`config.mk`:
```
export PLATFORM = sky130hd
export DESIGN_NAME = mem_req_arbiter_flat
export DESIGN_NICKNAME = d
export VERILOG_FILES = /design/src/rtl/mem_req_arbiter_pkg.sv /design/src/rtl/mem_req_arbiter_if.sv /design/src/rtl/mem_req_arbiter.sv /design/src/flat_wrapper.sv
export SDC_FILE = /design/constraint.sdc
export NUM_CORES = 1
export LEC_CHECK = 0
export BUFFER_PORTS_ARGS = -buffer_cell sky130_fd_sc_hd__clkbuf_2
export CAP_MARGIN = 5
export CORE_AREA = 5 5 343 345
export DETAILED_ROUTE_END_ITERATION = 10
export DIE_AREA = 0 0 348 350
export SLEW_MARGIN = 20
export SYNTH_ARGS = -nofsm -noshare
export SYNTH_HDL_FRONTEND = slang
export SYNTH_SLANG_ARGS = --single-unit
export TNS_END_PERCENT = 10
```
`constraint.sdc`:
```
create_clock -name clk -period 1.78 [get_ports clk]
set_input_delay 0.089 -clock clk [delete_from_list [all_inputs] [get_ports clk]]
set_output_delay 0.089 -clock clk [all_outputs]
set_load 0.02 [all_outputs]
```
`src/rtl/mem_req_arbiter_pkg.sv`:
```
// Shared memory-interface definitions for the two-client request arbiter.
package mem_req_arbiter_pkg;

  localparam int ADDR_W = 26;
  localparam int TAG_W  = 5;
  localparam int DATA_W = 128;
  localparam int BEATS  = 4;

  typedef enum logic {
    IDLE  = 1'b0,
    WDATA = 1'b1
  } state_t;

  // Beat counter width; a single-beat burst still needs one bit to hold a count.
  function automatic int cntWidth(input int beats);
    return (beats > 1) ? $clog2(beats) : 1;
  endfunction

endpackage

```
`src/rtl/mem_req_arbiter_if.sv`:
```
// Bundle of both client channels and the memory channel seen by the arbiter.
// The slave modport is the arbiter's view; master is the surrounding system.
interface mem_req_arbiter_if #(
  parameter int ADDR_W = mem_req_arbiter_pkg::ADDR_W,
  parameter int TAG_W  = mem_req_arbiter_pkg::TAG_W,
  parameter int DATA_W = mem_req_arbiter_pkg::DATA_W
);

  logic              c0_cmd_valid,  c1_cmd_valid;
  logic              c0_cmd_ready,  c1_cmd_ready;
  logic [ADDR_W-1:0] c0_cmd_addr,   c1_cmd_addr;
  logic [TAG_W-1:0]  c0_cmd_tag,    c1_cmd_tag;
  logic              c0_cmd_rw,     c1_cmd_rw;
  logic              c0_data_valid, c1_data_valid;
  logic              c0_data_ready, c1_data_ready;
  logic [DATA_W-1:0] c0_data_bits,  c1_data_bits;
  logic              c0_resp_valid, c1_resp_valid;
  logic [DATA_W-1:0] c0_resp_data,  c1_resp_data;
  logic [TAG_W-1:0]  c0_resp_tag,   c1_resp_tag;

  logic              mem_cmd_valid,  mem_cmd_ready;
  logic [ADDR_W-1:0] mem_cmd_addr;
  logic [TAG_W:0]    mem_cmd_tag;
  logic              mem_cmd_rw;
  logic              mem_data_valid, mem_data_ready;
  logic [DATA_W-1:0] mem_data_bits;
  logic              mem_resp_valid;
  logic [DATA_W-1:0] mem_resp_data;
  logic [TAG_W:0]    mem_resp_tag;

  modport slave (
    input  c0_cmd_valid, c0_cmd_addr, c0_cmd_tag, c0_cmd_rw,
    input  c1_cmd_valid, c1_cmd_addr, c1_cmd_tag, c1_cmd_rw,
    input  c0_data_valid, c0_data_bits, c1_data_valid, c1_data_bits,
    output c0_cmd_ready, c1_cmd_ready, c0_data_ready, c1_data_ready,
    output c0_resp_valid, c0_resp_data, c0_resp_tag,
    output c1_resp_valid, c1_resp_data, c1_resp_tag,
    output mem_cmd_valid, mem_cmd_addr, mem_cmd_tag, mem_cmd_rw,
    input  mem_cmd_ready,
    output mem_data_valid, mem_data_bits,
    input  mem_data_ready,
    input  mem_resp_valid, mem_resp_data, mem_resp_tag
  );

  modport master (
    output c0_cmd_valid, c0_cmd_addr, c0_cmd_tag, c0_cmd_rw,
    output c1_cmd_valid, c1_cmd_addr, c1_cmd_tag, c1_cmd_rw,
    output c0_data_valid, c0_data_bits, c1_data_valid, c1_data_bits,
    input  c0_cmd_ready, c1_cmd_ready, c0_data_ready, c1_data_ready,
    input  c0_resp_valid, c0_resp_data, c0_resp_tag,
    input  c1_resp_valid, c1_resp_data, c1_resp_tag,
    input  mem_cmd_valid, mem_cmd_addr, mem_cmd_tag, mem_cmd_rw,
    output mem_cmd_ready,
    input  mem_data_valid, mem_data_bits,
    output mem_data_ready,
    output mem_resp_valid, mem_resp_data, mem_resp_tag
  );

endinterface

```
`src/rtl/mem_req_arbiter.sv`:
```
// Two-client round-robin memory request arbiter. Commands are arbitrated in
// IDLE; a granted write locks the data channel to its client for a full burst.
// Responses are steered back by the client index carried in the tag MSB.
module mem_req_arbiter #(
  parameter int ADDR_W = mem_req_arbiter_pkg::ADDR_W,
  parameter int TAG_W  = mem_req_arbiter_pkg::TAG_W,
  parameter int DATA_W = mem_req_arbiter_pkg::DATA_W,
  parameter int BEATS  = mem_req_arbiter_pkg::BEATS
) (
  input  logic                    clk,
  input  logic                    reset,
  mem_req_arbiter_if.slave        bus
);

  import mem_req_arbiter_pkg::*;

  localparam int CNT_W = cntWidth(BEATS);
  localparam logic [CNT_W-1:0] LAST_BEAT = CNT_W'(BEATS - 1);

  state_t           r_state;
  logic             r_ptr;
  logic             r_owner;
  logic [CNT_W-1:0] r_beatCnt;

  logic              w_anyReq;
  logic              w_winner;
  logic              w_cmdOpen;
  logic              w_dataOpen;
  logic              w_cmdFire;
  logic              w_dataFire;
  logic              w_ownerValid;
  logic [ADDR_W-1:0] w_cmdAddr;
  logic [TAG_W-1:0]  w_cmdTag;
  logic              w_cmdRw;
  logic [DATA_W-1:0] w_dataBits;

  // Round-robin pick: the client named by ptr wins if it requests, otherwise
  // the other one does. With no request the pick is irrelevant.
  assign w_anyReq = bus.c0_cmd_valid | bus.c1_cmd_valid;
  assign w_winner = r_ptr ? (bus.c1_cmd_valid | ~bus.c0_cmd_valid)
                          : (bus.c1_cmd_valid & ~bus.c0_cmd_valid);

  assign w_cmdAddr = w_winner ? bus.c1_cmd_addr : bus.c0_cmd_addr;
  assign w_cmdTag  = w_winner ? bus.c1_cmd_tag  : bus.c0_cmd_tag;
  assign w_cmdRw   = w_winner ? bus.c1_cmd_rw   : bus.c0_cmd_rw;

  assign w_ownerValid = r_owner ? bus.c1_data_valid : bus.c0_data_valid;
  assign w_dataBits   = r_owner ? bus.c1_data_bits  : bus.c0_data_bits;

  // Handshake outputs are silenced while reset is held so nothing is
  // accepted or offered during that window.
  assign w_cmdOpen  = (r_state == IDLE)  & ~reset;
  assign w_dataOpen = (r_state == WDATA) & ~reset;

  assign bus.mem_cmd_valid = w_cmdOpen & w_anyReq;
  assign bus.mem_cmd_addr  = w_cmdAddr;
  assign bus.mem_cmd_tag   = {w_winner, w_cmdTag};
  assign bus.mem_cmd_rw    = w_cmdRw;
  assign bus.c0_cmd_ready  = w_cmdOpen & ~w_winner & bus.mem_cmd_ready;
  assign bus.c1_cmd_ready  = w_cmdOpen &  w_winner & bus.mem_cmd_ready;

  assign bus.mem_data_valid = w_dataOpen & w_ownerValid;
  assign bus.mem_data_bits  = w_dataBits;
  assign bus.c0_data_ready  = w_dataOpen & ~r_owner & bus.mem_data_ready;
  assign bus.c1_data_ready  = w_dataOpen &  r_owner & bus.mem_data_ready;

  // Response steering is independent of the FSM and of reset.
  assign bus.c0_resp_valid = bus.mem_resp_valid & ~bus.mem_resp_tag[TAG_W];
  assign bus.c1_resp_valid = bus.mem_resp_valid &  bus.mem_resp_tag[TAG_W];
  assign bus.c0_resp_tag   = bus.mem_resp_tag[TAG_W-1:0];
  assign bus.c1_resp_tag   = bus.mem_resp_tag[TAG_W-1:0];
  assign bus.c0_resp_data  = bus.mem_resp_data;
  assign bus.c1_resp_data  = bus.mem_resp_data;

  // Transfer strobes exclude reset on purpose: the async reset branch below
  // already overrides them, and keeping reset out of flop data paths avoids
  // mixing it into synchronous logic.
  assign w_cmdFire  = (r_state == IDLE)  & w_anyReq & bus.mem_cmd_ready;
  assign w_dataFire = (r_state == WDATA) & w_ownerValid & bus.mem_data_ready;

  // Arbitration FSM: rotate priority on each accepted command, lock the data
  // channel for a write burst and count beats until the last one.
  always_ff @(posedge clk or posedge reset) begin
    if (reset) begin
      r_state   <= IDLE;
      r_ptr     <= 1'b0;
      r_owner   <= 1'b0;
      r_beatCnt <= '0;
    end else begin
      case (r_state)
        IDLE: begin
          if (w_cmdFire) begin
            r_ptr <= ~w_winner;
            if (w_cmdRw) begin
              r_owner   <= w_winner;
              r_beatCnt <= '0;
              r_state   <= WDATA;
            end
          end
        end
        WDATA: begin
          if (w_dataFire) begin
            if (r_beatCnt == LAST_BEAT) begin
              r_beatCnt <= '0;
              r_state   <= IDLE;
            end else begin
              r_beatCnt <= r_beatCnt + 1'b1;
            end
          end
        end
        default: r_state <= IDLE;
      endcase
    end
  end

endmodule

```
`src/flat_wrapper.sv`:
```
// flat-port wrapper written by rule: the top's interface ports become plain ports
module mem_req_arbiter_flat import mem_req_arbiter_pkg::*;
#(
  parameter int ADDR_W = mem_req_arbiter_pkg::ADDR_W,
  parameter int TAG_W  = mem_req_arbiter_pkg::TAG_W,
  parameter int DATA_W = mem_req_arbiter_pkg::DATA_W,
  parameter int BEATS  = mem_req_arbiter_pkg::BEATS
)
  (clk, reset, bus_c0_cmd_valid, bus_c0_cmd_addr, bus_c0_cmd_tag, bus_c0_cmd_rw, bus_c1_cmd_valid, bus_c1_cmd_addr, bus_c1_cmd_tag, bus_c1_cmd_rw, bus_c0_data_valid, bus_c0_data_bits, bus_c1_data_valid, bus_c1_data_bits, bus_c0_cmd_ready, bus_c1_cmd_ready, bus_c0_data_ready, bus_c1_data_ready, bus_c0_resp_valid, bus_c0_resp_data, bus_c0_resp_tag, bus_c1_resp_valid, bus_c1_resp_data, bus_c1_resp_tag, bus_mem_cmd_valid, bus_mem_cmd_addr, bus_mem_cmd_tag, bus_mem_cmd_rw, bus_mem_cmd_ready, bus_mem_data_valid, bus_mem_data_bits, bus_mem_data_ready, bus_mem_resp_valid, bus_mem_resp_data, bus_mem_resp_tag);
  mem_req_arbiter_if #(.ADDR_W(ADDR_W), .TAG_W(TAG_W), .DATA_W(DATA_W)) bus_i ();
  input  logic clk;
  input  logic reset;
  input wire logic [$bits(bus_i.c0_cmd_valid)-1:0] bus_c0_cmd_valid;
  input wire logic [$bits(bus_i.c0_cmd_addr)-1:0] bus_c0_cmd_addr;
  input wire logic [$bits(bus_i.c0_cmd_tag)-1:0] bus_c0_cmd_tag;
  input wire logic [$bits(bus_i.c0_cmd_rw)-1:0] bus_c0_cmd_rw;
  input wire logic [$bits(bus_i.c1_cmd_valid)-1:0] bus_c1_cmd_valid;
  input wire logic [$bits(bus_i.c1_cmd_addr)-1:0] bus_c1_cmd_addr;
  input wire logic [$bits(bus_i.c1_cmd_tag)-1:0] bus_c1_cmd_tag;
  input wire logic [$bits(bus_i.c1_cmd_rw)-1:0] bus_c1_cmd_rw;
  input wire logic [$bits(bus_i.c0_data_valid)-1:0] bus_c0_data_valid;
  input wire logic [$bits(bus_i.c0_data_bits)-1:0] bus_c0_data_bits;
  input wire logic [$bits(bus_i.c1_data_valid)-1:0] bus_c1_data_valid;
  input wire logic [$bits(bus_i.c1_data_bits)-1:0] bus_c1_data_bits;
  output wire logic [$bits(bus_i.c0_cmd_ready)-1:0] bus_c0_cmd_ready;
  output wire logic [$bits(bus_i.c1_cmd_ready)-1:0] bus_c1_cmd_ready;
  output wire logic [$bits(bus_i.c0_data_ready)-1:0] bus_c0_data_ready;
  output wire logic [$bits(bus_i.c1_data_ready)-1:0] bus_c1_data_ready;
  output wire logic [$bits(bus_i.c0_resp_valid)-1:0] bus_c0_resp_valid;
  output wire logic [$bits(bus_i.c0_resp_data)-1:0] bus_c0_resp_data;
  output wire logic [$bits(bus_i.c0_resp_tag)-1:0] bus_c0_resp_tag;
  output wire logic [$bits(bus_i.c1_resp_valid)-1:0] bus_c1_resp_valid;
  output wire logic [$bits(bus_i.c1_resp_data)-1:0] bus_c1_resp_data;
  output wire logic [$bits(bus_i.c1_resp_tag)-1:0] bus_c1_resp_tag;
  output wire logic [$bits(bus_i.mem_cmd_valid)-1:0] bus_mem_cmd_valid;
  output wire logic [$bits(bus_i.mem_cmd_addr)-1:0] bus_mem_cmd_addr;
  output wire logic [$bits(bus_i.mem_cmd_tag)-1:0] bus_mem_cmd_tag;
  output wire logic [$bits(bus_i.mem_cmd_rw)-1:0] bus_mem_cmd_rw;
  input wire logic [$bits(bus_i.mem_cmd_ready)-1:0] bus_mem_cmd_ready;
  output wire logic [$bits(bus_i.mem_data_valid)-1:0] bus_mem_data_valid;
  output wire logic [$bits(bus_i.mem_data_bits)-1:0] bus_mem_data_bits;
  input wire logic [$bits(bus_i.mem_data_ready)-1:0] bus_mem_data_ready;
  input wire logic [$bits(bus_i.mem_resp_valid)-1:0] bus_mem_resp_valid;
  input wire logic [$bits(bus_i.mem_resp_data)-1:0] bus_mem_resp_data;
  input wire logic [$bits(bus_i.mem_resp_tag)-1:0] bus_mem_resp_tag;
  assign bus_i.c0_cmd_valid = bus_c0_cmd_valid;
  assign bus_i.c0_cmd_addr = bus_c0_cmd_addr;
  assign bus_i.c0_cmd_tag = bus_c0_cmd_tag;
  assign bus_i.c0_cmd_rw = bus_c0_cmd_rw;
  assign bus_i.c1_cmd_valid = bus_c1_cmd_valid;
  assign bus_i.c1_cmd_addr = bus_c1_cmd_addr;
  assign bus_i.c1_cmd_tag = bus_c1_cmd_tag;
  assign bus_i.c1_cmd_rw = bus_c1_cmd_rw;
  assign bus_i.c0_data_valid = bus_c0_data_valid;
  assign bus_i.c0_data_bits = bus_c0_data_bits;
  assign bus_i.c1_data_valid = bus_c1_data_valid;
  assign bus_i.c1_data_bits = bus_c1_data_bits;
  assign bus_c0_cmd_ready = bus_i.c0_cmd_ready;
  assign bus_c1_cmd_ready = bus_i.c1_cmd_ready;
  assign bus_c0_data_ready = bus_i.c0_data_ready;
  assign bus_c1_data_ready = bus_i.c1_data_ready;
  assign bus_c0_resp_valid = bus_i.c0_resp_valid;
  assign bus_c0_resp_data = bus_i.c0_resp_data;
  assign bus_c0_resp_tag = bus_i.c0_resp_tag;
  assign bus_c1_resp_valid = bus_i.c1_resp_valid;
  assign bus_c1_resp_data = bus_i.c1_resp_data;
  assign bus_c1_resp_tag = bus_i.c1_resp_tag;
  assign bus_mem_cmd_valid = bus_i.mem_cmd_valid;
  assign bus_mem_cmd_addr = bus_i.mem_cmd_addr;
  assign bus_mem_cmd_tag = bus_i.mem_cmd_tag;
  assign bus_mem_cmd_rw = bus_i.mem_cmd_rw;
  assign bus_i.mem_cmd_ready = bus_mem_cmd_ready;
  assign bus_mem_data_valid = bus_i.mem_data_valid;
  assign bus_mem_data_bits = bus_i.mem_data_bits;
  assign bus_i.mem_data_ready = bus_mem_data_ready;
  assign bus_i.mem_resp_valid = bus_mem_resp_valid;
  assign bus_i.mem_resp_data = bus_mem_resp_data;
  assign bus_i.mem_resp_tag = bus_mem_resp_tag;
  mem_req_arbiter #(.ADDR_W(ADDR_W), .TAG_W(TAG_W), .DATA_W(DATA_W), .BEATS(BEATS)) u_core (.clk(clk), .reset(reset), .bus(bus_i));
endmodule
```
==> results of run 1 <==
[flip-flops by register name, summed over array words and instances, names as in the netlist]
| signal | cells |
|---|---|
| u_core.r_ptr | 1 |
| u_core.r_owner | 1 |
| u_core.r_beatCnt | 2 |
| u_core.r_state | 1 |
[cells by family (layout without fill, tap and decap cells)]
group,count (synthesis),after routing,synth area share [%]
buf+inv,292,526,49.8
mux,129,129,34.1
simple gates,113,113,11.2
compound gates,10,10,1.78
flops,5,5,2.93
fa+ha+maj,1,1,0.293
other cells,0,10,0
[repair_timing]
item / in CTS / in global routing
endpoints found under the setup margin: 21 / 56
resized for setup: 21 / 27
setup buffers: 0 / 4
hold buffers: 1 / 0
pin swaps: 0 / 1
endpoints found under the hold margin: 5 / 0
[worst paths after layout]
kind                                              endpoint  slack, ns  cells past startpoint
setup / recovery                     bus_mem_data_bits[74]       0.01                      4
hold / removal                        bus_c0_resp_data[82]       0.18                      0
setup reg to reg           u_core.r_beatCnt[1]$_DFFE_PP0P_       0.25                      4
hold reg to reg            u_core.r_beatCnt[1]$_DFFE_PP0P_       0.58                      1
max in group asynchronous       u_core.r_owner$_DFFE_PP0P_       1.16                      3
min in group asynchronous         u_core.r_state$_DFF_PP0_       0.40                      3
[cell usage in the layout (no fill, tap or decap), drive strengths merged, types with 2 or more instances in the layout]
cell type  instances
clkbuf           454
buf               68
o211ai             2
inv                3
a21oi              2
nor2               4
nand2             95
a31o               2
diode             10
nor2b              2
dfrtp              5
and3               3
mux2             129
[power by group]
| part | switching [mW] | internal, mW | total [mW] | leakage (nW) |
|---|---|---|---|---|
| clock | 0.0839 | 0.298 | 0.382 | 0.0382 |
| sequential | 0.0703 | 0.160 | 0.230 | 0.0558 |
| combinational | 2.82 | 1.69 | 4.51 | 3.28 |
[area by class of cell]
class	count	area, µm²	share of cell area, %
timing repair buffer	519	3180	43.3
multi-input combinational	253	2030	27.6
tap	1512	1890	25.7
sequential	5	129	1.75
clock buffer	4	78.8	1.07
antenna	10	25.0	0.341
inverter	3	11.3	0.153
[metal layers]
layer	part of all wire, %	up-vias	global-route usage, %
met5	0.75	-	1.73
li1	-	2005	-
met3	22	82	13.3
met1	33	1967	11.9
met2	43	728	19.4
met4	0.72	54	1.07
==> flow_summary_export.csv, run 1 <==
group,metric,value,unit
status,run_status,"completed",
critical_path,cpMaxStageDelayCell,"sky130_fd_sc_hd__dfrtp_4",
grt,grt_antenna_before_repair,42,
critical_path,worst_ep_arrival_time,1.68,ns
floorplanning,top_level_ports,898,
synthesis,yosys_register_bits,5,
synthesis,synth_top_area_cell,"sky130_fd_sc_hd__buf_4",
floorplanning,core-area,114000,µm²
synthesis,mapped_nets,1014,
clock_tree,clk_path_buf_depth,2,
sta,final.setup_skew,0.00289,ns
sta,finalHoldViolCount,0,
synthesis,synth_edf_count,0,
clock_tree,tritoncts,"built",
synthesis,synth_area,4280,µm²
power_and_ir_drop,cellPowerDensity,697,nW/µm²
sta,worst_hold_slack,0.178,ns
sta,timing.final.crit_share,99.2,%
sta,final.setup.tns,0,ns
synthesis,seq_area_frac_synth,2.93,%
synthesis,ys_warn_count,0,
hold_path,min-delay-path-class,"input pin to output port",
grt,globalRouteOverflowTotal,0,
sta,final_max_slew_viol_count,0,
layout,layout.core_utilization,6.45,%
clock_tree,cts_htree_levels,1,
layout,fillCellCount,13584,
grt,grt_max_degree,34,
sta,worst_slew_margin_rel,74.7,%
layout,layout.cell_area.non_filler,7350,µm²
synthesis,synth_largest_type_area_fraction,46.9,%
critical_path,ordered_cell_list_for_the_critical_path,"buf_12 > buf_16 > mux2_2 > clkbuf_2",
clock_tree,clk_root_buffer_cell,"sky130_fd_sc_hd__clkbuf_16",
hold_path,worstHoldStart,"bus_mem_resp_data[82]",
routing,dr_total_vias,4836,
critical_path,critical_path_buf_inv_count,3,
layout,non_filler_instance_count_after_layout,2306,
synthesis,synth_cell_type_count,32,
clock_tree,clock_insertion_delay_worst_skew,0.23,ns
critical_path,critical_path_class,"flop to output port",
routing,avgViaCountPerCell,2.10,
clock_tree,clk_pin_slew_worst_paths,0.03,ns
placement,numPortBuffers,498,
synthesis,netlist_top_cells_count,"sky130_fd_sc_hd__buf_4 (267), sky130_fd_sc_hd__mux2_2 (128), sky130_fd_sc_hd__nand2_1 (95)",
synthesis,post_synth_inst_count,550,
floorplanning,chipWidth,348,µm
clock_tree,cts_num_sinks,5,
grt,grt_use_total,12.5,%
layout,layout-area-overhead-vs-synth,71.8,%
synthesis,synthMostInstantiatedCell,"sky130_fd_sc_hd__buf_4",
routing,routed_wl,80300,µm
critical_path,cpLargestDelayFamily,"buffers and inverters",
placement,pre_cts_ws,0.223,ns
critical_path,critical_path_origin,"u_core.r_owner$_DFFE_PP0P_",
floorplanning,std_cell_rows,124,
floorplanning,die_extent_in_y,350,µm
floorplanning,initial_core_util,3.76,%
routing,post-route-drc-count,0,
critical_path,critical_path.max_stage_delay,0.47,ns
sta,layout_setup_ws,0.0143,ns
layout,final_layout_size_suffix_gt1_share,83.7,%
critical_path,setup.worst_path.end_class,"output port",
critical_path,timing.critical_path.fanout_max,23,
placement,post-place-cells,2287,
synthesis,ys_async_sr_fraction,100,%
grt,via_count_of_the_first_global_routing_pass,5313,
routing,antenna_left,0,
critical_path,crit_path_start_kind,"flop",
run,timing.max_cap.violations,0,
critical_path,reg2reg_from,"u_core.r_owner$_DFFE_PP0P_",
sta,max_freq,566,MHz
clock_tree,cts_made_buffers,3,
routing,drtIter0Drc,103,
critical_path,worst-endpoint-required,1.69,ns
sta,actual_transition_at_the_worst_max_transition_pin,0.382,ns
synthesis,synth_ff_type,"sky130_fd_sc_hd__dfrtp_1",
placement,finalWeightedCongestion,0.805,
sta,finalSetupViolCount,0,
grt,first_pass_grt_wire_length,92700,µm
placement,place_hpwl,77700,µm
synthesis,yosys-top-cells-area,"sky130_fd_sc_hd__buf_4 (47%), sky130_fd_sc_hd__mux2_2 (34%), sky130_fd_sc_hd__nand2_1 (8.3%)",
power_and_ir_drop,post-layout-total-power,5.12,mW
layout,finish.net_count,1249,
routing,avgRoutedWirePerCell,34.8,µm
routing,dr.pass1.iters,4,
sta,grt_setup_unrepaired,"yes",
placement,placedInstanceArea,7140,µm²
power_and_ir_drop,power.static_leakage,3.37,nW
synthesis,synthesis.area_per_instance,7.78,µm²
floorplanning,die_area,122000,µm²
power_and_ir_drop,peakVddDrop,0.000209,V
sta,fin_crit,1.77,ns
No activity file was read; power rests on OpenSTA's default activity.
==> run 2: changes to the inputs <==
--- a/config.mk
+++ b/config.mk
@@ -7,9 +7,9 @@
 export LEC_CHECK = 0
 export BUFFER_PORTS_ARGS = -buffer_cell sky130_fd_sc_hd__clkbuf_2
 export CAP_MARGIN = 5
-export CORE_AREA = 5 5 343 345
+export CORE_AREA = 2 2 350 352
 export DETAILED_ROUTE_END_ITERATION = 10
-export DIE_AREA = 0 0 348 350
+export DIE_AREA = 0 0 352 354
 export SLEW_MARGIN = 20
 export SYNTH_ARGS = -nofsm -noshare
 export SYNTH_HDL_FRONTEND = slang
==> run 2 against run 1 <==
  * The flow now finishes with violations (setup timing)
  * Non-clock buffer count rose by 1
  * Core utilization is 0.18 points lower
  * Critical path depth increased by 2
  * Via count increased by 0.45%
  * Combinational power rose by 5.1%
  * Clock power is 3% lower
  * Worst setup slack worse by 0.054 ns
  * Cell area up 3.2%
  * Total power up 4.0%
  * Register-to-register slack better by 0.04 ns
  * Flip-flop and latch count is the same
  * Global-route usage up 0.15 points
==> flow_summary_export.csv, run 2 (synthesis results as in run 1) <==
group,metric,value,unit
power_and_ir_drop,switching_share,58.4,%
clock_tree,clk_path_buf_depth,2,
clock_tree,cts_made_buffers,3,
layout,layout-area-overhead-vs-synth,77.2,%
floorplanning,std_cell_rows,128,
clock_tree,cts_htree_levels,1,
sta,timing.final.crit_share,102,%
layout,layout_commonest_cell,"sky130_fd_sc_hd__clkbuf_2",
critical_path,worst-endpoint-required,1.69,ns
routing,dr_total_vias,4858,
critical_path,setup.worst_path.end_class,"output port",
sta,layout_setup_ws,-0.0397,ns
grt,via_count_of_the_first_global_routing_pass,4939,
floorplanning,chipWidth,352,µm
placement,finalWeightedCongestion,0.793,
clock_tree,clk_pin_slew_worst_paths,0.03,ns
placement,placedInstanceArea,7370,µm²
routing,antenna_left,0,
layout,final_layout_size_suffix_gt1_share,84.6,%
grt,first_pass_grt_wire_length,92000,µm
routing,routed_wl,81900,µm
sta,fin_crit,1.82,ns
routing,drtIter0Drc,148,
grt,grt_antenna_before_repair,69,
status,run_status,"finished, violations left",
layout,regMostFlops,"u_core.r_beatCnt",
routing,avgRoutedWirePerCell,33.7,µm
routing,dr.pass1.iters,4,
sta,max_freq,550,MHz
grt,grt_use_total,12.6,%
hold_path,min-delay-path-class,"input pin to output port",
sta,grt_setup_unrepaired,"yes",
layout,layout.cell_area.non_filler,7580,µm²
status,violated_checks,"setup timing",
power_and_ir_drop,peakVddDrop,0.000374,V
power_and_ir_drop,cellPowerDensity,703,nW/µm²
layout,finish.net_count,1250,
clock_tree,tritoncts,"built",
sta,final.setup_skew,0.000490,ns
sta,final_max_slew_viol_count,0,
critical_path,crit_path_start_kind,"flop",
clock_tree,cts_num_sinks,5,
power_and_ir_drop,cellInternalPower,2.21,mW
floorplanning,core-area,121000,µm²
clock_tree,clock_insertion_delay_worst_skew,0.23,ns
sta,worst_slew_margin_rel,71.1,%
floorplanning,initial_core_util,3.54,%
run,timing.max_cap.violations,0,
layout,largest_reg_flops,2,
power_and_ir_drop,clkPwrFrac,7.0,%
clock_tree,clk_root_buffer_cell,"sky130_fd_sc_hd__clkbuf_16",
power_and_ir_drop,seqPwrFrac,4.1,%
layout,most_frequent_cells_in_the_layout,"sky130_fd_sc_hd__clkbuf_2 (455), sky130_fd_sc_hd__mux2_2 (128), sky130_fd_sc_hd__nand2_1 (89)",
routing,post-route-drc-count,0,
floorplanning,die_area,125000,µm²
placement,pre_cts_ws,0.0470,ns
critical_path,worst_ep_arrival_time,1.73,ns
grt,grt_max_degree,25,
power_and_ir_drop,power.static_leakage,3.39,nW
placement,numPortBuffers,498,
critical_path,critical_path_class,"flop to output port",
sta,actual_transition_at_the_worst_max_transition_pin,0.435,ns
placement,place_hpwl,79300,µm
power_and_ir_drop,share_comb_of_total_power,88.9,%
sta,finalSetupViolCount,1,
critical_path,timing.critical_path.fanout_max,9,
sta,finalHoldViolCount,0,
floorplanning,top_level_ports,898,
power_and_ir_drop,power_switching,3.11,mW
floorplanning,die_extent_in_y,354,µm
grt,globalRouteOverflowTotal,0,
sta,final.setup.tns,-0.0397,ns
routing,avgViaCountPerCell,2.00,
[run 2: cell count changes in the layout (fill, tap and decap cells not counted), sizes merged]
cell / change
diode: +11
clkbuf: +7
buf: -6
[run 2: per-stage QoR]
step / hold slack [ns] / util [%] / cells / power [mW]
CTS: 0.178 / 6.20 / 2410 / 5.61
global route: 0.178 / 6.25 / 2422 / 5.69
detailed placement: 0.0565 / 6.10 / 2405 / 5.17
finish: 0.178 / 6.27 / 2431 / 5.33
global placement: 0.0333 / 6.10 / 2405 / 5.15
floorplan: -0.113 / - / 550 / 2.86
[run 2: power groups by stage]
stage / clock network [mW] / registers (mW) / logic (mW)
detailed placement: 0 / 0.223 / 4.95
global placement: 0 / 0.216 / 4.94
CTS: 0.375 / 0.222 / 5.01
floorplan: 0 / 0.185 / 2.68
finish: 0.371 / 0.220 / 4.74
global route: 0.386 / 0.230 / 5.07
[run 2: final timing paths]
kind / startpoint / end / slack [ns] / depth (start not counted)
min in group asynchronous: reset / u_core.r_owner$_DFFE_PP0P_ / 0.42 / 3
worst max register to register: u_core.r_state$_DFF_PP0_ / u_core.r_beatCnt[0]$_DFFE_PP0P_ / 0.29 / 3
max in group asynchronous: reset / u_core.r_owner$_DFFE_PP0P_ / 1.12 / 3
worst min-delay path: bus_mem_resp_tag[0] / bus_c0_resp_tag[0] / 0.18 / 0
worst max-delay path: u_core.r_ptr$_DFFE_PP0P_ / bus_mem_cmd_addr[8] / -0.04 / 6
worst min register to register: u_core.r_beatCnt[1]$_DFFE_PP0P_ / u_core.r_beatCnt[1]$_DFFE_PP0P_ / 0.53 / 1
[run 2: area by class of cell]
type | count | area (µm²)
tap | 1625 | 2030
sequential | 5 | 129
clock buffer | 4 | 78.8
antenna | 21 | 52.6
inverter | 3 | 13.8
fill | 14345 | 113000
timing repair buffer | 520 | 3220
multi-input combinational | 253 | 2050
[run 2: repair_timing]
action,4_1_cts,5_1_grt
resized for setup,14,20
pin swaps,0,1
hold buffers,1,0
hold endpoints to repair,5,0
endpoints found under the setup margin,17,37
setup buffers,0,0
gates cloned,0,0
[run 2: metal layers]
metal / part of all wire (%) / track usage [%] / vias up
li1: - / - / 2019
met2: 42 / 19.0 / 687
met4: 2.1 / 2.39 / 40
met3: 20 / 11.9 / 102
met1: 35 / 12.9 / 2010
met5: 0.30 / 0 / -
[run 2: critical path: stages (launching register included)]
cell and delay, ns:
sky130_fd_sc_hd__dfrtp_1 0.40, sky130_fd_sc_hd__o21ai_4 0.22, sky130_fd_sc_hd__inv_4 0.13, sky130_fd_sc_hd__buf_12 0.17
sky130_fd_sc_hd__nand2_1 0.08, sky130_fd_sc_hd__nand2_1 0.21, sky130_fd_sc_hd__clkbuf_2 0.25
==> run 3: changes to the inputs <==
--- a/config.mk
+++ b/config.mk
@@ -10,6 +10,7 @@
 export CORE_AREA = 2 2 350 352
 export DETAILED_ROUTE_END_ITERATION = 10
 export DIE_AREA = 0 0 352 354
+export SETUP_SLACK_MARGIN = 0.3
 export SLEW_MARGIN = 20
 export SYNTH_ARGS = -nofsm -noshare
 export SYNTH_HDL_FRONTEND = slang
==> run 3 against run 2 <==
  * The run now ends clean
  * Via count rose by 1.7%
  * Register-to-register slack better by 0.03 ns
  * Sequential power grew 3%
  * Worst hold slack worse by 0.012 ns
  * Flip-flop and latch count unchanged
  * First-iteration DRC count is 14% higher
  * Global-route usage fell by 0.81 points
  * Final cell count up 0.16%
  * Clock skew barely moved
  * Critical path type unchanged
==> flow_summary_export.csv, run 3 (synthesis results as in run 1) <==
group,metric,value,unit
layout,layout.cell_area.non_filler,8890,µm²
routing,routed_wl,78000,µm
floorplanning,top_level_ports,898,
clock_tree,tritoncts,"built",
grt,first_pass_grt_wire_length,87600,µm
routing,avgViaCountPerCell,2.03,
sta,timing.final.crit_share,97.3,%
clock_tree,clock_insertion_delay_worst_skew,0.23,ns
routing,drtIter0Drc,168,
floorplanning,core-area,121000,µm²
sta,grt_setup_unrepaired,"yes",
grt,busiest_layer,"met2",
sta,worst_slew_margin_rel,78.0,%
layout,most_frequent_cells_in_the_layout,"sky130_fd_sc_hd__clkbuf_2 (347), sky130_fd_sc_hd__mux2_2 (76), sky130_fd_sc_hd__buf_6 (57)",
critical_path,worst-endpoint-required,1.69,ns
sta,fin_crit,1.73,ns
floorplanning,std_cell_rows,128,
floorplanning,die_extent_in_y,354,µm
clock_tree,clk_root_buffer_cell,"sky130_fd_sc_hd__clkbuf_16",
grt,grt_max_degree,24,
layout,finish.net_count,1266,
status,run_status,"completed",
critical_path,cpLargestDelayFamily,"buffers and inverters",
sta,max_freq,577,MHz
critical_path,critical_path.max_stage_delay,0.47,ns
clock_tree,cts_made_buffers,3,
grt,globalRouteOverflowTotal,0,
layout,layout_commonest_cell,"sky130_fd_sc_hd__clkbuf_2",
layout,final_layout_size_suffix_gt1_share,91.4,%
placement,place_hpwl,74200,µm
critical_path,timing.critical_path.fanout_max,17,
routing,antenna_left,0,
sta,final_max_slew_viol_count,0,
critical_path,worst_ep_arrival_time,1.64,ns
routing,dr_total_vias,4942,
power_and_ir_drop,power.static_leakage,4.04,nW
clock_tree,clk_pin_slew_worst_paths,0.03,ns
sta,actual_transition_at_the_worst_max_transition_pin,0.329,ns
sta,final.setup.tns,0,ns
grt,grt_antenna_before_repair,35,
placement,numPortBuffers,498,
sta,worst_hold_slack,0.166,ns
routing,dr.pass1.iters,4,
sta,finalHoldViolCount,0,
floorplanning,die_area,125000,µm²
power_and_ir_drop,peakVddDrop,0.000435,V
floorplanning,chipWidth,352,µm
sta,finalSetupViolCount,0,
power_and_ir_drop,cellPowerDensity,686,nW/µm²
clock_tree,cts_num_sinks,5,
clock_tree,clk_path_buf_depth,2,
layout,layout-area-overhead-vs-synth,108,%
critical_path,ordered_cell_list_for_the_critical_path,"buf_12 > buf_4 > mux2_2 > clkbuf_2",
layout,regMostFlops,"u_core.r_beatCnt",
floorplanning,initial_core_util,3.54,%
critical_path,cpMaxStageDelayCell,"sky130_fd_sc_hd__dfrtp_4",
critical_path,crit_path_start_kind,"flop",
routing,avgRoutedWirePerCell,32.0,µm
grt,via_count_of_the_first_global_routing_pass,5063,
placement,finalWeightedCongestion,0.798,
run,timing.max_cap.violations,0,
critical_path,setup.worst_path.end_class,"output port",
clock_tree,cts_htree_levels,1,
grt,grt_use_total,11.8,%
routing,post-route-drc-count,0,
hold_path,min-delay-path-class,"input pin to flop",
layout,largest_reg_flops,2,
grt,globalRouteMet2Util,18.6,%
critical_path,critical_path_buf_inv_count,3,
grt,grt_use_met3,11.2,%
sta,final.setup_skew,0.000337,ns
critical_path,critical_path_class,"flop to output port",
grt,use_met1,11.6,%
placement,placedInstanceArea,7050,µm²
==> run 3: tightest hold or removal path, delay by kind of cell <==
family / cells / cell delay (ns)
AO/OA/AOI/OAI: 1 / 0.10
buffers and inverters: 1 / 0.10
AND/OR/NAND/NOR: 1 / 0.05
==> run 3: area by class of cell <==
class / count / area (µm²)
Antenna cell: 9 / 22.5
Tap cell: 1625 / 2030
Timing Repair Buffer: 536 / 3930
Fill cell: 14193 / 112000
Multi-Input combinational cell: 253 / 2680
Clock buffer: 4 / 78.8
Sequential cell: 5 / 130
Inverter: 3 / 11.3
==> run 3: metrics by stage <==
step / worst slack [ns] / std cells / util, % / power [mW]
3_5_place_dp: 0.0686 / 2410 / 5.83 / 4.49
3_3_place_gp: 0.112 / 2410 / 5.83 / 4.47
2_1_floorplan: 0.340 / 550 / - / 2.86
4_1_cts: 0.0174 / 2424 / 6.17 / 5.22
5_1_grt: -0.000104 / 2430 / 7.34 / 6.51
6_report: 0.0478 / 2435 / 7.35 / 6.10
==> run 3: metal layers <==
layer  routed length [µm]  up-vias
met5                  414        -
met1                26500     2120
met3                15900       76
met4                 1060       36
met2                34200      675
li1                     -     2035
==> run 3: path summary, 6_finish.rpt <==
| check | cells past startpoint | slack [ns] | to | startpoint |
|---|---|---|---|---|
| setup / recovery | 4 | 0.05 | bus_mem_data_bits[38] | u_core.r_owner$_DFFE_PP0P_ |
| hold / removal | 3 | 0.17 | u_core.r_owner$_DFFE_PP0P_ | bus_c0_cmd_rw |
| setup reg to reg | 4 | 0.32 | u_core.r_beatCnt[1]$_DFFE_PP0P_ | u_core.r_owner$_DFFE_PP0P_ |
| hold reg to reg | 1 | 0.51 | u_core.r_beatCnt[1]$_DFFE_PP0P_ | u_core.r_beatCnt[1]$_DFFE_PP0P_ |
| max in group asynchronous | 3 | 1.07 | u_core.r_owner$_DFFE_PP0P_ | reset |
| min in group asynchronous | 3 | 0.48 | u_core.r_beatCnt[1]$_DFFE_PP0P_ | reset |
==> run 3: power by group <==
part / leakage, nW / total (mW) / internal (mW) / switching, mW
sequential: 0.0552 / 0.227 / 0.162 / 0.0653
combinational: 3.95 / 5.50 / 2.38 / 3.13
clock: 0.0382 / 0.370 / 0.297 / 0.0729
==> run 3: what timing repair did <==
item,4_1_cts,5_1_grt
hold buffers,1,0
resized for setup,71,591
endpoints found under the setup margin,166,167
buffers inserted,8,2
pin swaps,2,34
gates cloned,1,0
endpoints found under the hold margin,5,0
